### config.mk
export PLATFORM = sky130hd
export DESIGN_NAME = exmem_reg
export DESIGN_NICKNAME = d
export VERILOG_FILES = /design/src/rtl/exmem_reg.sv
export SDC_FILE = /design/constraint.sdc
export NUM_CORES = 1
export LEC_CHECK = 0
export ABC_AREA = 1
export BUFFER_PORTS_ARGS = -buffer_cell sky130_fd_sc_hd__buf_2
export CORE_MARGIN = 4
export CORE_UTILIZATION = 50
export CTS_BUF_LIST = sky130_fd_sc_hd__clkbuf_4 sky130_fd_sc_hd__clkbuf_8
export CTS_CLUSTER_DIAMETER = 60
export DETAILED_ROUTE_END_ITERATION = 8
export HOLD_SLACK_MARGIN = 0.08
export PLACE_DENSITY = 0.88
export SYNTH_ARGS = -nofsm -noshare
export SYNTH_HDL_FRONTEND = slang
export SYNTH_SLANG_ARGS = --single-unit
### constraint.sdc
create_clock -name clk -period 2 [get_ports clk]
set_input_delay 0.6 -clock clk [delete_from_list [all_inputs] [get_ports clk]]
set_output_delay 0.6 -clock clk [all_outputs]
set_load 0.05 [all_outputs]
### src/rtl/exmem_reg.sv
// EX3->MEM pipeline register with branch-redirect pulse and precise overflow exception.
// Latency: 1 cycle, registered outputs only, no combinational input->output path.
// Backpressure: stall holds every field and masks redirect; flush inserts a bubble.
module exmem_reg #(
    parameter int REG_SIZE  = 32,
    parameter int ADDR_SIZE = 32
) (
    input  logic                 clk,
    input  logic                 reset,
    input  logic                 in_valid,
    input  logic [REG_SIZE-1:0]  in_aluresult,
    input  logic                 in_zero,
    input  logic                 in_overflow,
    input  logic [ADDR_SIZE-1:0] in_new_pc,
    input  logic [ADDR_SIZE-1:0] in_pc,
    input  logic [4:0]           in_dst,
    input  logic                 in_regwrite,
    input  logic                 in_memread,
    input  logic                 in_memwrite,
    input  logic                 in_branch,
    input  logic [REG_SIZE-1:0]  in_store_data,
    input  logic                 stall,
    input  logic                 flush,
    input  logic                 exc_ack,
    output logic                 out_valid,
    output logic [REG_SIZE-1:0]  out_aluresult,
    output logic [REG_SIZE-1:0]  out_store_data,
    output logic [4:0]           out_dst,
    output logic                 out_regwrite,
    output logic                 out_memread,
    output logic                 out_memwrite,
    output logic                 redirect,
    output logic [ADDR_SIZE-1:0] redirect_pc,
    output logic                 exc_pending,
    output logic [ADDR_SIZE-1:0] epc
);

    typedef enum logic {S_IDLE = 1'b0, S_PEND = 1'b1} state_t;

    state_t                r_state;
    state_t                w_state_nxt;
    logic                  w_capture;
    logic                  w_eff_valid;
    logic                  w_raise;
    logic                  w_take;
    logic                  w_commit;

    logic                  r_valid;
    logic [REG_SIZE-1:0]   r_aluresult;
    logic [REG_SIZE-1:0]   r_store_data;
    logic [4:0]            r_dst;
    logic                  r_regwrite;
    logic                  r_memread;
    logic                  r_memwrite;
    logic                  r_redirect;
    logic [ADDR_SIZE-1:0]  r_redirect_pc;
    logic [ADDR_SIZE-1:0]  r_epc;

    // A new instruction is only latched when neither flushed nor stalled.
    assign w_capture   = ~flush & ~stall;
    // The ack edge already counts as idle, so an instruction arriving with the ack is kept.
    assign w_eff_valid = in_valid & ((r_state == S_IDLE) | exc_ack);
    assign w_raise     = w_capture & w_eff_valid & in_overflow;
    // Overflow outranks a taken branch: the faulting instruction must not redirect.
    assign w_take      = w_capture & w_eff_valid & in_branch & in_zero & ~in_overflow;
    // Side effects of an overflowing instruction are cancelled.
    assign w_commit    = w_eff_valid & ~in_overflow;

    // Exception FSM next state: a fresh overflow re-arms PEND even on the ack edge.
    always_comb begin
        w_state_nxt = r_state;
        case (r_state)
            S_IDLE: if (w_raise) w_state_nxt = S_PEND;
            S_PEND: begin
                if (w_raise)      w_state_nxt = S_PEND;
                else if (exc_ack) w_state_nxt = S_IDLE;
            end
            default: w_state_nxt = S_IDLE;
        endcase
    end

    // Exception state and EPC register.
    always_ff @(posedge clk) begin
        if (reset) begin
            r_state <= S_IDLE;
            r_epc   <= '0;
        end else begin
            r_state <= w_state_nxt;
            if (w_raise) r_epc <= in_pc;
        end
    end

    // Pipeline payload: reset > flush > stall > capture.
    always_ff @(posedge clk) begin
        if (reset) begin
            r_valid       <= 1'b0;
            r_aluresult   <= '0;
            r_store_data  <= '0;
            r_dst         <= '0;
            r_regwrite    <= 1'b0;
            r_memread     <= 1'b0;
            r_memwrite    <= 1'b0;
            r_redirect    <= 1'b0;
            r_redirect_pc <= '0;
        end else if (flush) begin
            r_valid    <= 1'b0;
            r_regwrite <= 1'b0;
            r_memread  <= 1'b0;
            r_memwrite <= 1'b0;
            r_redirect <= 1'b0;
        end else if (stall) begin
            r_redirect <= 1'b0;
        end else begin
            r_valid      <= w_eff_valid;
            r_aluresult  <= in_aluresult;
            r_store_data <= in_store_data;
            r_dst        <= in_dst;
            r_regwrite   <= in_regwrite & w_commit;
            r_memread    <= in_memread  & w_commit;
            r_memwrite   <= in_memwrite & w_commit;
            r_redirect   <= w_take;
            if (w_take) r_redirect_pc <= in_new_pc;
        end
    end

    assign out_valid      = r_valid;
    assign out_aluresult  = r_aluresult;
    assign out_store_data = r_store_data;
    assign out_dst        = r_dst;
    assign out_regwrite   = r_regwrite;
    assign out_memread    = r_memread;
    assign out_memwrite   = r_memwrite;
    assign redirect       = r_redirect;
    assign redirect_pc    = r_redirect_pc;
    assign exc_pending    = (r_state == S_PEND);
    assign epc            = r_epc;

endmodule

==> flow_summary.json <==
{
  "criticalPathCategory": "register to primary output",
  "startpoint_type": "register",
  "root_buffer": "clkbuf_8",
  "worst-endpoint-required_ps": 1400,
  "core-area_mm2": 0.0103,
  "hold_violations": 0,
  "dr.max_layer_used": "met4",
  "cts_hold_buf": 0,
  "synth_edf_count": 0,
  "finClkSkew_ps": 6.22,
  "met2_length_um": 7660,
  "slew_headroom": 0.745,
  "synth_top_area_cell": "dfxtp_1",
  "grt_pass1_vias": 5276,
  "clock_sinks": 139,
  "synth_area_leaders": "dfxtp_1, nor2_1, nand2_1, o21ai_0, inv_1",
  "grt.total_usage": 0.247,
  "crit_chain": "buf_2",
  "ys_top_cells_by_count": "nor2_1, dfxtp_1, nand2_1",
  "place.gp.congestion": 0.864,
  "diodes": 0,
  "end_kind": "primary output",
  "die_h_um": 111,
  "min_to": "out_store_data[3]$_SDFFE_PP0N_",
  "layout.cells.non_filler": 1160,
  "wl_per_cell_um": 13.5,
  "dieArea_mm2": 0.0124,
  "via_count": 5599,
  "seq_area_mm2": 0.00278,
  "hp-class": "input pin to register",
  "dr.pass1.iters": 5,
  "worst-endpoint-arrival_ps": 1110,
  "ant_nets": 0,
  "cts_tree": "done",
  "dieWidth_um": 111,
  "clkLatencyLatePin_ps": 430,
  "crit_family": "flip-flops",
  "drv_cap": 0,
  "clockBufferDepth": 2,
  "synth.distinct_cells": 16,
  "grt_pass1_wl_um": 25200,
  "drv_slew": 0,
  "layout-area-overhead-vs-synth_pct": 37.4,
  "period_minus_slack_ps": 1710,
  "worst_r2r_path_depth": 6,
  "ys_seq_elements": 139,
  "synth.most_common_cell": "nor2_1",
  "dp.cells": 1128,
  "wl_met1_um": 6060,
  "netlist_instances": 744,
  "critPathMaxFanout": 3,
  "synth.avg_cell_area_um2": 7.15,
  "antenna_found_initial": 0,
  "synth_area_mm2": 0.00532,
  "num-fill-cells": 855,
  "setup_violations": 0,
  "std_cell_rows": 37,
  "remaining_drc_errors": 0,
  "crit_buf_inv": 1,
  "ff2ff_setup_slack_ps": 710,
  "initial_core_util": 0.516,
  "numPortBuffers": 283,
  "vdd_ir_drop_max_mv": 0.599,
  "grt_max_degree": 70,
  "multi_input_area_mm2": 0.00203,
  "async_flop_share": 0,
  "finalSetupTns_ps": 0,
  "rsz0062_at_grt": "false",
  "pin_count": 284,
  "drtIter0Drc": 501,
  "path_clk_slew_ps": 80,
  "worst_slew_pin_slew_ps": 382,
  "power_density_mw_per_mm2": 901,
  "h-tree-depth": 4,
  "hp-start": "in_store_data[3]",
  "ys_seq_area_frac": 0.523,
  "numCtsBuffers": 17,
  "cp_slowest_cell": "dfxtp_1",
  "power_leakage_uw": 0.00407,
  "fin_nets": 1156,
  "vias_per_cell": 4.83,
  "wl_met3_um": 1540,
  "grt_overflow": 0,
  "ys_warn_count": 0,
  "min_path_cells": 3,
  "r2r_start": "exc_pending$_SDFF_PP0_",
  "cts_resized": 0,
  "period_share": 0.854,
  "fmax_ghz": 0.586,
  "place_hpwl_um": 11300,
  "synth-main-ff-cell": "dfxtp_1",
  "synth_top_area_frac": 0.523,
  "status": "complete, no violations",
  "drive_gt1_frac": 0.327,
  "syn-num-nets": 889,
  "worstReg2RegEnd": "epc[17]$_SDFFE_PP0P_",
  "slowest_delay_ps": 390,
  "wl_um": 15700,
  "post-cts-setup-buffer-count": 0
}
==> sequential cells by signal, indices dropped and copies added, names as in the netlist <==
name and count:
epc 32, exc_pending 1, out_aluresult 32, out_dst 5, out_memread 1, out_memwrite 1, out_regwrite 1, out_store_data 32
out_valid 1, redirect 1, redirect_pc 32
==> where the power goes <==
part | switching, uW | internal (uW)
sequential | 58.3 | 2890
combinational | 785 | 302
clock | 1040 | 1510
total | 1890 | 4700
==> routing by layer <==
metal	global-route usage	vias to the layer above
li1	-	2819
met1	0.287	2494
met2	0.415	256
met3	0.0862	30
met4	0.102	0
met5	0	-
==> cell usage in the layout, fill, tap and decap left out, drive strengths merged <==
cell type and count:
buf 296, nor2 271, dfxtp 139, nand2 102, o21ai 73, inv 69, nand4 33, clkbuf 22
a21oi 6, clkinv 5, bufinv 4, clkinvlp 2, nand3 1, nor3 1
==> through the flow <==
step	setup slack [ps]	hold WS (ps)	total power, uW	utilization	cell area [um2]
4_1_cts	272	364	6640	0.708	7310
5_1_grt	220	366	6840	0.708	7310
3_3_place_gp	280	457	4080	0.664	6850
2_1_floorplan	543	669	3730	-	5320
3_5_place_dp	226	468	4100	0.664	6850
6_report	293	387	6590	0.708	7310
==> worst max-delay path by stage <==
stage,startpoint,to,cells past startpoint
after floorplan,exc_pending$_SDFF_PP0_,epc[0]$_SDFFE_PP0P_,6
after global placement,in_overflow,redirect_pc[25]$_SDFFE_PP0P_,7
after detailed placement,in_overflow,redirect_pc[25]$_SDFFE_PP0P_,7
after CTS,exc_pending$_SDFF_PP0_,exc_pending,1
after global routing,exc_pending$_SDFF_PP0_,exc_pending,1
final,exc_pending$_SDFF_PP0_,exc_pending,1
==> worst reg2reg max path, stage by stage (launching register included) <==
cell and delay [ps]:
dfxtp_1 390, nand2_1 140, nand4_1 120, buf_4 320
nand2_1 110, nand2_1 70, nor2_1 40
==> logic make-up (layout without fill, tap and decap cells) <==
group / after synthesis / in the layout / synth area share
compound gates: 79 / 79 / 0.0743
flops: 139 / 139 / 0.523
buf+inv: 118 / 398 / 0.0959
simple gates: 408 / 408 / 0.307
==> final cells by class <==
| type | count | area share |
|---|---|---|
| clock buffer | 22 | 0.0406 |
| clock inverter | 10 | 0.0222 |
| inverter | 70 | 0.0361 |
| multi-input combinational | 487 | 0.278 |
| sequential | 139 | 0.381 |
| tap | 136 | 0.0233 |
| timing repair buffer | 296 | 0.219 |
Note: power is estimated with default switching activity, not from simulation.
